===== config.mk =====
export PLATFORM = sky130hd
export DESIGN_NAME = video_format_sequencer
export DESIGN_NICKNAME = d
export VERILOG_FILES = /design/src/rtl/video_pkg.sv /design/src/rtl/sync_edge_detect.sv /design/src/rtl/video_format_sequencer.sv
export SDC_FILE = /design/constraint.sdc
export NUM_CORES = 1
export LEC_CHECK = 0
export ABC_CLOCK_PERIOD_IN_PS = 1900
export CORE_AREA = 5 5 108 120
export CTS_CLUSTER_DIAMETER = 40
export CTS_CLUSTER_SIZE = 16
export DETAILED_ROUTE_END_ITERATION = 10
export DIE_AREA = 0 0 113 125
export GPL_TIMING_DRIVEN = 0
export PLACE_DENSITY = 0.6
export SLEW_MARGIN = 30
export SYNTH_ARGS = -nofsm -noshare
export SYNTH_HDL_FRONTEND = slang
export SYNTH_SLANG_ARGS = --single-unit

===== constraint.sdc =====
create_clock -name clk_50mhz_in -period 1.9 [get_ports clk_50mhz_in]
set_input_delay 0.285 -clock clk_50mhz_in [delete_from_list [all_inputs] [get_ports clk_50mhz_in]]
set_output_delay 0.285 -clock clk_50mhz_in [all_outputs]
set_load 0.05 [all_outputs]

===== src/rtl/video_pkg.sv =====
// Shared video-path definitions: format code width, sequencer states and
// default frame/ack timing used by the format detector and sequencer.
package video_pkg;

  localparam int FMT_W = 8;
  localparam logic [FMT_W-1:0] FMT_NONE = '0;

  // 50 MHz system clock timing
  localparam int STABLE_FRAMES_DEF = 4;
  localparam int LOS_CYCLES_DEF    = 2_500_000;
  localparam int ACK_TIMEOUT_DEF   = 5_000_000;
  localparam int MAX_RETRIES_DEF   = 3;

  typedef enum logic [1:0] {
    IDLE,
    QUALIFY,
    COMMIT,
    WAIT_ACK
  } seq_state_t;

endpackage


===== src/rtl/sync_edge_detect.sv =====
// Two-flop synchroniser for an asynchronous active-low strobe plus a
// one-cycle pulse on each falling edge.
module sync_edge_detect (
  input  logic clk,
  input  logic rst_n,
  input  logic async_in,
  output logic fall_pulse
);

  logic sync1;
  logic sync2;
  logic prev;

  // Reset to the idle-high level so releasing reset never fakes an edge
  always_ff @(posedge clk or negedge rst_n) begin
    if (!rst_n) begin
      sync1 <= 1'b1;
      sync2 <= 1'b1;
      prev  <= 1'b1;
    end else begin
      sync1 <= async_in;
      sync2 <= sync1;
      prev  <= sync2;
    end
  end

  assign fall_pulse = prev & ~sync2;

endmodule


===== src/rtl/video_format_sequencer.sv =====
// Qualifies detector format codes over several frames, commits a stable code
// and raises a level interrupt held until acknowledged, with timeout/retry.
module video_format_sequencer #(
  parameter int FMT_W         = video_pkg::FMT_W,
  parameter int STABLE_FRAMES = video_pkg::STABLE_FRAMES_DEF,
  parameter int LOS_CYCLES    = video_pkg::LOS_CYCLES_DEF,
  parameter int ACK_TIMEOUT   = video_pkg::ACK_TIMEOUT_DEF,
  parameter int MAX_RETRIES   = video_pkg::MAX_RETRIES_DEF
) (
  input  logic             clk_50mhz_in,
  input  logic             reset_x,
  input  logic             vsync_in,
  input  logic [FMT_W-1:0] fmt_in,
  input  logic             skip_init,
  input  logic             irq_ack,
  output logic [FMT_W-1:0] fmt_out,
  output logic             irq_req,
  output logic             busy,
  output logic             fault
);

  import video_pkg::*;

  localparam int LOS_W   = (LOS_CYCLES > 1) ? $clog2(LOS_CYCLES) : 1;
  localparam int ACK_W   = (ACK_TIMEOUT > 1) ? $clog2(ACK_TIMEOUT) : 1;
  localparam int STAB_W  = $clog2(STABLE_FRAMES + 1);
  localparam int RETRY_W = (MAX_RETRIES > 0) ? $clog2(MAX_RETRIES + 1) : 1;

  localparam logic [LOS_W-1:0]   LOS_LAST  = LOS_W'(LOS_CYCLES - 1);
  localparam logic [ACK_W-1:0]   ACK_LAST  = ACK_W'(ACK_TIMEOUT - 1);
  localparam logic [STAB_W-1:0]  STAB_LAST = STAB_W'(STABLE_FRAMES - 1);
  localparam logic [RETRY_W-1:0] RETRY_MAX = RETRY_W'(MAX_RETRIES);

  seq_state_t         state;
  logic [FMT_W-1:0]   cand;
  logic [STAB_W-1:0]  stab_cnt;
  logic [ACK_W-1:0]   ack_tmr;
  logic [RETRY_W-1:0] retry_cnt;
  logic [LOS_W-1:0]   los_cnt;
  logic               reassert;
  logic               vsync_fall;
  logic               frame_tick;

  sync_edge_detect u_vsync_edge (
    .clk        (clk_50mhz_in),
    .rst_n      (reset_x),
    .async_in   (vsync_in),
    .fall_pulse (vsync_fall)
  );

  // Loss-of-signal: a silent LOS_CYCLES window counts as one frame
  assign frame_tick = vsync_fall || (los_cnt == LOS_LAST);

  always_ff @(posedge clk_50mhz_in or negedge reset_x) begin
    if (!reset_x) begin
      los_cnt <= '0;
    end else if (frame_tick) begin
      los_cnt <= '0;
    end else begin
      los_cnt <= los_cnt + 1'b1;
    end
  end

  assign busy = (state != IDLE);

  always_ff @(posedge clk_50mhz_in or negedge reset_x) begin
    if (!reset_x) begin
      state     <= IDLE;
      cand      <= '0;
      stab_cnt  <= '0;
      ack_tmr   <= '0;
      retry_cnt <= '0;
      fmt_out   <= '0;
      irq_req   <= 1'b0;
      fault     <= 1'b0;
      reassert  <= 1'b0;
    end else begin
      // A retry drop lasts one cycle; the request returns even if the FSM
      // has meanwhile moved to QUALIFY for a newer code.
      if (reassert) begin
        irq_req  <= 1'b1;
        reassert <= 1'b0;
      end

      case (state)
        IDLE: begin
          if (fmt_in != fmt_out) begin
            cand     <= fmt_in;
            stab_cnt <= '0;
            state    <= QUALIFY;
          end
        end

        QUALIFY: begin
          if (fmt_in == fmt_out) begin
            state <= (irq_req || reassert) ? WAIT_ACK : IDLE;
          end else if (fmt_in != cand) begin
            cand     <= fmt_in;
            stab_cnt <= '0;
          end else if (frame_tick) begin
            if (stab_cnt == STAB_LAST) begin
              state <= COMMIT;
            end else begin
              stab_cnt <= stab_cnt + 1'b1;
            end
          end
        end

        COMMIT: begin
          fmt_out   <= cand;
          fault     <= 1'b0;
          ack_tmr   <= '0;
          retry_cnt <= '0;
          reassert  <= 1'b0;
          if (skip_init) begin
            irq_req <= 1'b0;
            state   <= IDLE;
          end else begin
            irq_req <= 1'b1;
            state   <= WAIT_ACK;
          end
        end

        WAIT_ACK: begin
          if (irq_ack) begin
            irq_req  <= 1'b0;
            reassert <= 1'b0;
            state    <= IDLE;
          end else if (fmt_in != fmt_out) begin
            cand     <= fmt_in;
            stab_cnt <= '0;
            state    <= QUALIFY;
          end else if (ack_tmr == ACK_LAST) begin
            ack_tmr <= '0;
            irq_req <= 1'b0;
            if (retry_cnt == RETRY_MAX) begin
              fault    <= 1'b1;
              reassert <= 1'b0;
              state    <= IDLE;
            end else begin
              retry_cnt <= retry_cnt + 1'b1;
              reassert  <= 1'b1;
            end
          end else begin
            ack_tmr <= ack_tmr + 1'b1;
          end
        end

        default: state <= IDLE;
      endcase
    end
  end

endmodule


# ---- Word-level counts from Yosys, hierarchy flattened
# Cells that the tools add are included.
dict set report totals {
  ff_bits 74
  inputBits 13
  ramBits 0
  mem_count 0
  elab_cells 106
  latchBits 0
  mem_bits_ro 0
}
dict set report op_classes {
  n_reduce_logical 12
  bitwise 2
  eq_ne 25
  order_cmp 0
  div 0
  muxes 50
  addsub 4
  shift 0
  n_mul 0
}
# operator count
set ops {}
lappend ops {{$mux 23} 3}
lappend ops {{$pmux 23 s2} 1}
lappend ops {{$mux 8} 4}
lappend ops {{$mux 2} 15}
lappend ops {{$pmux 8 s3} 1}
lappend ops {{$add 23x1->23 const B} 1}
lappend ops {{$eq 23x23->1 const B} 1}
lappend ops {{$add 22x1->22 const B} 1}
lappend ops {{$eq 22x22->1 const B} 1}
lappend ops {{$mux 22} 1}
lappend ops {{$mux 3} 6}
lappend ops {{$ne 2x2->1 const B} 8}
lappend ops {{$ne 8x8->1} 2}
lappend ops {{$ne 3x3->1 const B} 5}
lappend ops {{$reduce_and 5->1} 3}
lappend ops {{$mux 1} 14}
lappend ops {{$pmux 3 s3} 1}
lappend ops {{$eq 8x8->1} 1}
lappend ops {{$ne 4x4->1 const B} 2}
lappend ops {{$pmux 2 s4} 1}
lappend ops {{$eq 2x2->1 const B} 3}
lappend ops {{$reduce_and 6->1} 1}
lappend ops {{$pmux 1 s2} 2}
lappend ops {{$pmux 2 s2} 1}
lappend ops {{12 further kinds} 14}

# ---- Depth between registers and ports, before layout
# Gate-level depths: netlist (run 1).
dict set report logic_depth {
  depth_word 7
  ltp_mapped 9
  depth_no_buf 7
}

# ---- Hierarchy
# A second synthesis (run 1) with hierarchy kept.
dict set report unflattened {
  cells_unflattened 382
  area_unflattened_um2 3918.8
}
# mod seq_area_each_um2 n_inst cells_each area_per_inst_um2
set by_module_without_submodules {}
lappend by_module_without_submodules {video_format_sequencer 1776.7 1 378 3826.2}
lappend by_module_without_submodules {sync_edge_detect 78.8 1 4 92.6}

# ---- Worst setup path after synthesis (run 1)
# No wires, ideal clock.
dict set report synth_timing {
  path_kind {register to register}
  start {register fmt_out[0]}
  end {register cand[0]}
  path_slack_ns -0.215
  stages_incl_launch_ff 7
  arrival_time_ns 1.989
  n_path_buf 1
  required_ns 1.775
  setup_ns 0.125
  path_cell_list {dfrtp_1 > xor2_1 > nor4_4 > and2_4 > a2111o_1 > buf_6 > mux2_4}
}
dict set report synth_between {
  elab_chain_cells 4
}
# item line
set synth_rtl {}
lappend synth_rtl {{start, declared} video_format_sequencer.sv:16} ;# output logic [FMT_W-1:0] fmt_out,
lappend synth_rtl {{start signal, assigned} video_format_sequencer.sv:110} ;# fmt_out <= cand;
lappend synth_rtl {{$ne 8x8->1} {video_format_sequencer.sv:87, video_format_sequencer.sv:129}}
lappend synth_rtl {{$mux 8 (2 in a row)} -}
lappend synth_rtl {{$pmux 8 s3} -}
lappend synth_rtl {{end signal, assigned} video_format_sequencer.sv:88} ;# cand <= fmt_in;
lappend synth_rtl {{end signal, assigned} video_format_sequencer.sv:98} ;# cand <= fmt_in;
lappend synth_rtl {{end signal, assigned} video_format_sequencer.sv:130} ;# cand <= fmt_in;
lappend synth_rtl {{end, declared} video_format_sequencer.sv:35} ;# logic [FMT_W-1:0] cand;
# Parallel ways exist; a longest one is shown, timed or not. The select of a mux whose other input is x is not followed.
# A chain may end at the register's enable or synchronous reset.

# ---- Worst setup path in the final report (run 1)
dict set report layout_timing {
  start {register ack_tmr[10]}
  end {register ack_tmr[17]}
}
dict set report layout_between {
  elab_chain_cells 5
}
# item line
set layout_rtl {}
lappend layout_rtl {{start, declared} video_format_sequencer.sv:37} ;# logic [ACK_W-1:0] ack_tmr;
lappend layout_rtl {{start signal, assigned} video_format_sequencer.sv:145} ;# ack_tmr <= ack_tmr + 1'b1;
lappend layout_rtl {{$add 23x1->23 or $eq 23x23->1 (tied branches)} {video_format_sequencer.sv:145, video_format_sequencer.sv:133}}
lappend layout_rtl {{$mux 23 *} video_format_sequencer.sv:133} ;# end else if (ack_tmr == ACK_LAST) begin
lappend layout_rtl {{$mux 23 *} video_format_sequencer.sv:129} ;# end else if (fmt_in != fmt_out) begin
lappend layout_rtl {{$mux 23 *} video_format_sequencer.sv:125} ;# if (irq_ack) begin
lappend layout_rtl {{$pmux 23 s2 *} video_format_sequencer.sv:85} ;# case (state)
# Mark *: on every way between the ends. The rest lies on a longest branch, timed or not. The select of a mux whose other input is x is not followed.

==> impl_metrics.toml, run 1 <==
[clock_network]
cts_root_buf = "clkbuf_16"
cts_made_buffers = 9
clk_pin_slew_ns = 0.06
htree_levels = 3
cts_tree = "done"
cts_num_sinks = 74
insertion_delay_ns = 0.34
ctsLongestPathBuffers = 2

[synth]
synth-compound-area-share_pct = 12.1
ys.flop_type = "dfrtp_1"
synth_top_family_by_area = "simple AND/OR/NAND/NOR gates"
synth_enable_flop_cells = 0
synthXorXnorAreaFrac_pct = 7.99
synth_top_area_cell = "dfrtp_1"
synthTopCellsByArea = "dfrtp_1 (45%), xor2_1 (4.2%), o21ai_0 (3.9%), xnor2_1 (3.8%), ha_1 (3.2%)"
yosys.area_share.simple_pct = 21.1
ys_async_sr_fraction_pct = 100
ys_warn_count = 0
synth_area_um2 = 3950
synth_nets = 409
synth_top_cell_area_share_pct = 45.0
synthCells = 386
synth_mux_area_share_pct = 5.90
seq_area_frac_synth_pct = 47.0
yosys.area_share.adder_pct = 3.17
synth_seq_cells = 74
synth_cell_type_count = 52
avgSynthCellArea_um2 = 10.2

[timing]
drv_slew = 0
fmax_ghz = 0.512
fin_skew_ns = 0.00898
tightest_slew_ns = 0.503
rsz0062_at_grt = "true"
worst_slack_ns = -0.0541
period_needed_ns = 1.95
layout_worst_path_cycle_share_pct = 103
slew_headroom_pct = 66.4
setup_viol = 18
final_hold_viol_count = 0

[critical_path]
cp.depth = 9
critical_path.slowest_cell = "dfrtp_2"
critPathMaxStageDelay_ns = 0.46
crit_type = "reg2reg"
crit_buf_inv = 3
cp.required_ns = 2.11
reg2reg_depth = 9
path_cells = "nor4bb_2, nand4_1, buf_6, o21ai_4, buf_12, buf_8, a31oi_4, o21ai_2, o31ai_4"
regToRegSetupSlack_ns = -0.05
critPathArrivalTime_ns = 2.17
start_kind = "flip-flop"
timing.rr.end = "ack_tmr[17]$_DFFE_PN0P_"
cp_top_family = "compound AO/OA/AOI/OAI gates"
worstPathMaxFanout = 5
cp-end-kind = "flip-flop"
reg2reg_from = "ack_tmr[10]$_DFFE_PN0P_"
cp-startpoint = "ack_tmr[10]$_DFFE_PN0P_"

[detailed_routing]
ant_nets = 0
drt-pass1-iter-count = 4
drtIter0Drc = 123
wl_per_cell_um = 15.6
drc = 0
wl_um = 9590
vias_per_cell = 5.23
vias = 3216

[global_routing]
grt-ovfl-total = 0
grt_pass1_vias = 3287
track_usage_pct = 13.7
grt_pass1_wl_um = 15900
antenna_found_initial = 0
grt_max_degree = 51

[placed_design]
port_buffers = 23
dpl_cell_area_um2 = 4480
gp_congestion = 0.796
dpl.hpwl_um = 5970

[pwr]
p_switching_w = 0.00222
powerDensity_nw_per_um2 = 1120
p_leak_nw = 2.34
p_comb_share_pct = 38.3
peakVddDrop_mv = 1.17
switching_share_pct = 36.0
clockPowerShare_pct = 28.3
intPower_w = 0.00395
seq_power_share_pct = 33.4
total_power_w = 0.00616

[min_path]
worstHoldPathType = "in2reg"
min_path_cells = 1
min_to = "u_vsync_edge.sync1$_DFF_PN1_"
hp-start = "vsync_in"

[cells_and_area]
final_cell_area_um2 = 5510
nets = 479
layout_commonest_cell = "dfrtp_1"
syn2layout_area_growth_pct = 39.5
layout_common_cells = "dfrtp_1 (54), nand2_1 (32), nor2_1 (28), buf_4 (28)"
layout-drive-gt1-share_pct = 36.4
insertedDiodeCount = 0

[floorplan]
die_h_um = 125
die-area_um2 = 14100
start_util_pct = 33.7
ios = 24
design.core.area_um2 = 11700
rows = 42
die_x_um = 113

[status]
status = "complete, but fails checks"
violations = "setup timing"

[run]
max_cap_viol_count = 0
[Yosys cell counts, drive strengths merged (2+ instances only)]
library cell and n:
inv 10, clkbuf 10, nor3 4, nand3 18, nor2b 10, nor2 33, mux2 18, xor2 19
dfstp 3, o31ai 15, nand2b 2, and2 3, nor4b 2, o21ai 32, a31o 2, dfrtp 71
a31oi 9, a22o 2, and4 5, and3 12, buf 4, nand4 13, a21oi 5, o221ai 2
a2111o 2, o211ai 2, ha 10, nand2 33, nor4 6, xnor2 17
[metal layers]
metal	vias up	global-route usage, %	part of all wire, %
li1	1531	-	-
met1	1608	17.0	43
met2	54	22.7	52
met3	23	2.22	2.4
met4	0	7.43	3.3
met5	-	0	0
[worst register-to-register path, delay by kind of cell (launching register included)]
family	cells	cell delay, ns
AOI/OAI and AO/OA	4	0.51
buffers and inverters	3	0.41
DFF	1	0.46
and+or+nand+nor	2	0.45
[timing repair]
action                                 in CTS  in global routing
gates cloned                                3                  0
pin swaps                                  19                 16
setup endpoints to repair                  61                 58
endpoints found under the hold margin      24                  0
buffers inserted                           15                 17
hold buffers                                1                  0
resized for setup                          58                 80
[through the flow]
| step | util [%] | TNS, ns | hold slack (ns) | worst slack (ns) | cells |
|---|---|---|---|---|---|
| after global placement | 38.0 | -177.26 | 0.347 | -2.44 | 563 |
| after floorplan | - | -0.578 | -0.0106 | -0.0462 | 386 |
| final | 47.0 | -0.496 | 0.355 | -0.0541 | 615 |
| after CTS | 43.6 | -0.0462 | 0.350 | -0.0183 | 598 |
| after global routing | 47.0 | -3.38 | 0.349 | -0.164 | 615 |
| after detailed placement | 38.2 | -19.83 | 0.234 | -0.611 | 564 |
[worst max-delay path by stage]
stage	to	slack [ns]
final	ack_tmr[17]$_DFFE_PN0P_	-0.05
after global routing	ack_tmr[20]$_DFFE_PN0P_	-0.16
after CTS	cand[0]$_DFFE_PN0P_	-0.02
after detailed placement	ack_tmr[3]$_DFFE_PN0P_	-0.61
after global placement	fmt_out[0]$_DFFE_PN0P_	-2.44
after floorplan	cand[0]$_DFFE_PN0P_	-0.05
[state kept, by name, summed over array words and instances, names as in the netlist]
signal,cells
stab_cnt,3
ack_tmr,23
u_vsync_edge.sync2,1
cand,8
irq_req,1
fmt_out,8
u_vsync_edge.prev,1
retry_cnt,2
u_vsync_edge.sync1,1
reassert,1
state,2
fault,1
los_cnt,22
[logic make-up after synthesis]
group                      count (synthesis)
and+or+nand+nor                          149
buffers and inverters                     24
DFF                                       74
adders and majority gates                 10
xor gates and xnor gates                  36
AOI/OAI and AO/OA                         75
muxes                                     18
[cell type report]
cell class,instances,area [um^2]
inverter,10,37.5
fill,1076,6210
timing repair buffer,60,578
clock inverter,5,62.6
multi-input combinational,288,2410
clock buffer,11,243
buffer,13,109
sequential,74,1880
tap,154,193
[power groups by stage]
stage | combinational, W | clock, W | sequential [W]
6_report | 0.00236 | 0.00174 | 0.00206
3_3_place_gp | 0.00195 | 0 | 0.00208
3_5_place_dp | 0.00198 | 0 | 0.00209
5_1_grt | 0.00254 | 0.00184 | 0.00210
4_1_cts | 0.00216 | 0.00177 | 0.00206
2_1_floorplan | 0.00111 | 0 | 0.00239
No activity file was read; power rests on OpenSTA's default activity.
==> run 2: changes to the inputs <==
CTS_CLUSTER_SIZE = 12   (was 16)
==> results of run 2 <==
Final layout, timing and power as in run 1 (identical DEF).
